File: config.mk
export PLATFORM = sky130hd
export DESIGN_NAME = page_to_lane_flat
export DESIGN_NICKNAME = d
export VERILOG_FILES = /design/src/rtl/page_to_lane_if.sv /design/src/rtl/page_to_lane.sv /design/src/flat_wrapper.sv
export SDC_FILE = /design/constraint.sdc
export NUM_CORES = 2
export LEC_CHECK = 0
export CORE_MARGIN = 2
export CORE_UTILIZATION = 60
export DETAILED_ROUTE_END_ITERATION = 8
export PLACE_DENSITY = 0.87
export SLEW_MARGIN = 20
export SYNTH_ARGS = -nofsm -noshare
export SYNTH_HDL_FRONTEND = slang
export SYNTH_SLANG_ARGS = --single-unit
export TNS_END_PERCENT = 30
File: constraint.sdc
create_clock -name clk -period 5.65 [get_ports clk]
set_input_delay 0.565 -clock clk [delete_from_list [all_inputs] [get_ports clk]]
set_output_delay 0.565 -clock clk [all_outputs]
set_load 0.01 [all_outputs]
File: src/rtl/page_to_lane_if.sv
// Slice-in / lane-out handshake bundle for page_to_lane; slave = the block, master = its environment.
interface page_to_lane_if;
  logic [24:0] page_in;
  logic        page_valid;
  logic        page_ready;
  logic [63:0] lane_out;
  logic [4:0]  lane_index;
  logic        lane_valid;
  logic        lane_ready;
  logic        lane_last;
  logic        done;

  modport slave (
    input  page_in, page_valid, lane_ready,
    output page_ready, lane_out, lane_index, lane_valid, lane_last, done
  );

  modport master (
    output page_in, page_valid, lane_ready,
    input  page_ready, lane_out, lane_index, lane_valid, lane_last, done
  );
endinterface

File: src/rtl/page_to_lane.sv
// Transposes 64 Keccak slices (25 bits each) into 25 lanes of 64 bits; lanes valid the cycle after slice 63.
// Valid/ready on both sides: slices are refused while lanes drain, lanes hold steady while lane_ready is low.
module page_to_lane (
  input  logic           clk,
  input  logic           rst,
  page_to_lane_if.slave  bus
);

  typedef enum logic {COLLECT, EMIT} state_t;

  state_t      state_q, state_d;
  logic [5:0]  z_q, z_d;
  logic [4:0]  lane_q, lane_d;
  logic        done_q, done_d;
  logic        run_q;
  logic [63:0] buf_q [25];

  logic page_xfer;
  logic lane_xfer;

  // run_q keeps page_ready low while reset is held and until the first clock after release
  assign bus.page_ready = run_q && (state_q == COLLECT);
  assign bus.lane_valid = (state_q == EMIT);
  assign bus.lane_index = lane_q;
  assign bus.lane_out   = buf_q[lane_q];
  assign bus.lane_last  = bus.lane_valid && (lane_q == 5'd24);
  assign bus.done       = done_q;

  assign page_xfer = bus.page_valid && bus.page_ready;
  assign lane_xfer = bus.lane_valid && bus.lane_ready;

  always_comb begin
    state_d = state_q;
    z_d     = z_q;
    lane_d  = lane_q;
    done_d  = 1'b0;
    case (state_q)
      COLLECT: begin
        if (page_xfer) begin
          z_d = z_q + 6'd1;
          if (z_q == 6'd63) begin
            state_d = EMIT;
            lane_d  = 5'd0;
          end
        end
      end
      EMIT: begin
        if (lane_xfer) begin
          if (lane_q == 5'd24) begin
            lane_d  = 5'd0;
            state_d = COLLECT;
            done_d  = 1'b1;
          end else begin
            lane_d = lane_q + 5'd1;
          end
        end
      end
      default: state_d = COLLECT;
    endcase
  end

  always_ff @(posedge clk or negedge rst) begin
    if (!rst) begin
      state_q <= COLLECT;
      z_q     <= 6'd0;
      lane_q  <= 5'd0;
      done_q  <= 1'b0;
      run_q   <= 1'b0;
    end else begin
      state_q <= state_d;
      z_q     <= z_d;
      lane_q  <= lane_d;
      done_q  <= done_d;
      run_q   <= 1'b1;
    end
  end

  // Each frame rewrites every bit, so only the current slice column is touched per transfer
  always_ff @(posedge clk or negedge rst) begin
    if (!rst) begin
      for (int i = 0; i < 25; i++) buf_q[i] <= 64'd0;
    end else if (page_xfer) begin
      for (int i = 0; i < 25; i++) buf_q[i][z_q] <= bus.page_in[i];
    end
  end

endmodule
File: src/flat_wrapper.sv
// flat-port wrapper written by rule: the top's interface ports become plain ports
module page_to_lane_flat 
  (clk, rst, bus_page_in, bus_page_valid, bus_lane_ready, bus_page_ready, bus_lane_out, bus_lane_index, bus_lane_valid, bus_lane_last, bus_done);
  page_to_lane_if bus_i ();
  input  logic clk;
  input  logic rst;
  input wire logic [$bits(bus_i.page_in)-1:0] bus_page_in;
  input wire logic [$bits(bus_i.page_valid)-1:0] bus_page_valid;
  input wire logic [$bits(bus_i.lane_ready)-1:0] bus_lane_ready;
  output wire logic [$bits(bus_i.page_ready)-1:0] bus_page_ready;
  output wire logic [$bits(bus_i.lane_out)-1:0] bus_lane_out;
  output wire logic [$bits(bus_i.lane_index)-1:0] bus_lane_index;
  output wire logic [$bits(bus_i.lane_valid)-1:0] bus_lane_valid;
  output wire logic [$bits(bus_i.lane_last)-1:0] bus_lane_last;
  output wire logic [$bits(bus_i.done)-1:0] bus_done;
  assign bus_i.page_in = bus_page_in;
  assign bus_i.page_valid = bus_page_valid;
  assign bus_i.lane_ready = bus_lane_ready;
  assign bus_page_ready = bus_i.page_ready;
  assign bus_lane_out = bus_i.lane_out;
  assign bus_lane_index = bus_i.lane_index;
  assign bus_lane_valid = bus_i.lane_valid;
  assign bus_lane_last = bus_i.lane_last;
  assign bus_done = bus_i.done;
  page_to_lane u_core (.clk(clk), .rst(rst), .bus(bus_i));
endmodule
==> impl_metrics.ini <==
[clock_tree]
clock_latency_ps = 790
cts_hold_buffers = 1
cts_buffers = 158
cts_resized = 0
post-cts-setup-buffers = 0
cts_tree = built
clockRootBuffer = clkbuf_16
path_clk_slew_ps = 60
clockBufferDepth = 3
htreeDepth = 4
clock_sink_count = 1614

[yosys]
synth_largest_area_cell = dfrtp_1
synth_area_leaders = dfrtp_1 (55%), mux2_2 (26%), mux4_2 (9.9%), mux2i_1 (1.7%), a221oi_1 (1.5%)
yosysTopAreaCellShare_pct = 55.5
syn_area_um2 = 72800
syn-num-nets = 4696
ys_ff_latch = 1614
syn_area_per_cell_um2 = 15.6
yosysSeqAreaShare_pct = 55.5
yosysWarnings = 0
syn_inst = 4664
synth_top_flop_cell = dfrtp_1
async_flop_share_pct = 100
synth_edf_count = 0
ys_types = 50

[detailed_routing]
drc = 0
vias = 42800
dr_wl_met3_um = 15500
ant_nets = 0
met2_wirelength_um = 91100
routed.top_layer = met5
wl_per_cell_um = 30.5
first_iter_violations = 4235
routed_wl_um = 191000
dr.pass1.iters = 6
routed_via_density = 6.81
met1_length_um = 76700

[worst_setup_path]
critPathMaxFanout = 101
crit_path_cell_trace = buf_12, mux4_2, mux2i_1, a221oi_1, clkdlybuf4s50_1
rrSetupSlack_ps = 2290
path_class = flip-flop to output pin
start_kind = flip-flop
cp_slowest_stage_delay_ps = 960
crit_path_end_kind = output pin
critPathSlowestCell = a221oi_1
required_ps = 5090
worstPathArrival_ps = 4640

[global_routing]
grt_pass1_vias = 45100
grt_max_degree = 170
grt_overflow = 0
grt.total_usage_pct = 31.0
grt_first_pass_wirelength_um = 289000
antenna_found_initial = 6

[power]
power-per-cell-area_nw_per_um2 = 361
switchingPower_mw = 8.09
netSwitchingFraction_pct = 28.0
combPwrFrac_pct = 18.5
clkPwrFrac_pct = 37.1
p_leak_nw = 38.0
intPower_mw = 20.8
seqPwrFrac_pct = 44.4
finalPower_mw = 28.9
ir_worst_vdd_v = 0.000393

[placed_design]
place_ws_ps = 1320
port_buffers = 101
hpwl_um = 98200
place.gp.congestion = 0.785

[sta]
worst_slew_pin_slew_ps = 1230
final.min_clock_period_ps = 5200
slew_headroom_pct = 17.9
rsz0062_at_grt = false
finalCritPeriodShare_pct = 92.1
fmax_ghz = 0.192
hold_viol_final = 0
worst_slack_ps = 445
setup_viol = 0
fin_skew_ps = 19.6
drv_slew = 0
fin_tns_setup_ps = 0

[floorplanning]
pin_count = 102
die_area_um2 = 124000
coreArea_um2 = 120000
start_util_pct = 60.6
die_x_um = 352
num_rows = 127
die-height_um = 352

[cells_and_area]
layout.nets = 4572
layout_commonest_cell = mux2_2
n_fill_cell = 7838
area_delta_synth_final_pct = 10.0
layout_common_cells = mux2_2 (1652), dfrtp_1 (1610), mux4_2 (321)
drive_gt1_share_pct = 51.8

[status]
status = completed

[worst_hold_path]
hold_class = input port to flip-flop

[flow_run]
maxCapViolations = 0
## cell usage after synthesis (all sizes together), types with 4 or more instances
master / number
nand4: 4
nand2: 88
o22ai: 64
nor2: 54
buf: 238
a221oi: 126
mux2: 1665
o21ai: 69
mux2i: 127
clkbuf: 235
nand3: 4
mux4: 321
xnor2: 4
inv: 5
dfrtp: 1614
## critical path, delay by kind of cell (launching register included)
kind,cells,cell delay (ps)
buf+inv,2,1410
compound gates,1,960
flops,1,890
mux,2,470
## cell families (layout without fill, tap and decap cells)
group | Yosys count | after routing | share of synthesized area (%)
AOI/OAI and AO/OA | 270 | 270 | 2.66
other | 1 | 4 | 0.00515
DFF | 1614 | 1614 | 55.5
buffers and inverters | 478 | 480 | 2.99
adders and majority gates | 3 | 3 | 0.0516
and+or+nand+nor | 181 | 181 | 1.32
muxes | 2113 | 2113 | 37.4
xor gates and xnor gates | 4 | 4 | 0.0481
## flip-flops by register name, summed over array words and instances (netlist names)
signal                 flops
u_core.buf_q            1600
u_core.bus.done            1
u_core.bus.lane_index      5
u_core.bus.lane_valid      1
u_core.run_q               1
u_core.z_q                 6
## final timing paths
path,startpoint,end,cells after the start
min,bus_page_in[23],u_core.buf_q[80]$_DFFE_PN0P_,2
min reg2reg,u_core.buf_q[865]$_DFFE_PN0P_,u_core.buf_q[865]$_DFFE_PN0P_,1
min in group asynchronous,rst,u_core.buf_q[1230]$_DFFE_PN0P_,2
max in group asynchronous,rst,u_core.buf_q[730]$_DFFE_PN0P_,3
max,u_core.bus.lane_index[0]$_DFFE_PN0P_,bus_lane_out[30],5
max reg2reg,u_core.bus.lane_valid$_DFF_PN0_,u_core.buf_q[939]$_DFFE_PN0P_,4
## routing by layer
| layer | track usage [%] | up-vias |
|---|---|---|
| met5 | 0 | - |
| met4 | 14.7 | 8 |
| met3 | 6.09 | 463 |
| met2 | 48.3 | 1981 |
| met1 | 42.3 | 23300 |
| li1 | - | 17000 |
## metrics by stage
step                      hold WS, ps  cells  util [%]  cell area (µm²)
after floorplan                   269   4664         -            72800
after global placement            463   5989      62.1            74600
after detailed placement          474   5989      62.1            74600
after CTS                        66.7   6276      66.5            79900
after global routing             82.9   6278      66.7            80100
final                            97.4   6281      66.7            80100
## power by group through the flow
stage	combinational (mW)	sequential (mW)	clock (mW)
6_report	5.34	12.8	10.7
5_1_grt	5.60	12.9	11.3
4_1_cts	5.33	12.8	10.8
3_5_place_dp	5.29	13.0	0
3_3_place_gp	5.21	12.9	0
2_1_floorplan	3.48	12.7	0
## layout make-up
type / count / area [µm²] / area share (%)
clock inverter: 51 / 549 / 0.686
antenna: 3 / 7.51 / 0.00937
sequential: 1614 / 40400 / 50.5
tap: 1612 / 2020 / 2.52
inverter: 5 / 18.8 / 0.0234
clock buffer: 235 / 4720 / 5.89
timing repair buffer: 189 / 1910 / 2.39
multi-input combinational: 2572 / 30500 / 38.0
Note: power is estimated with default switching activity, not from simulation.
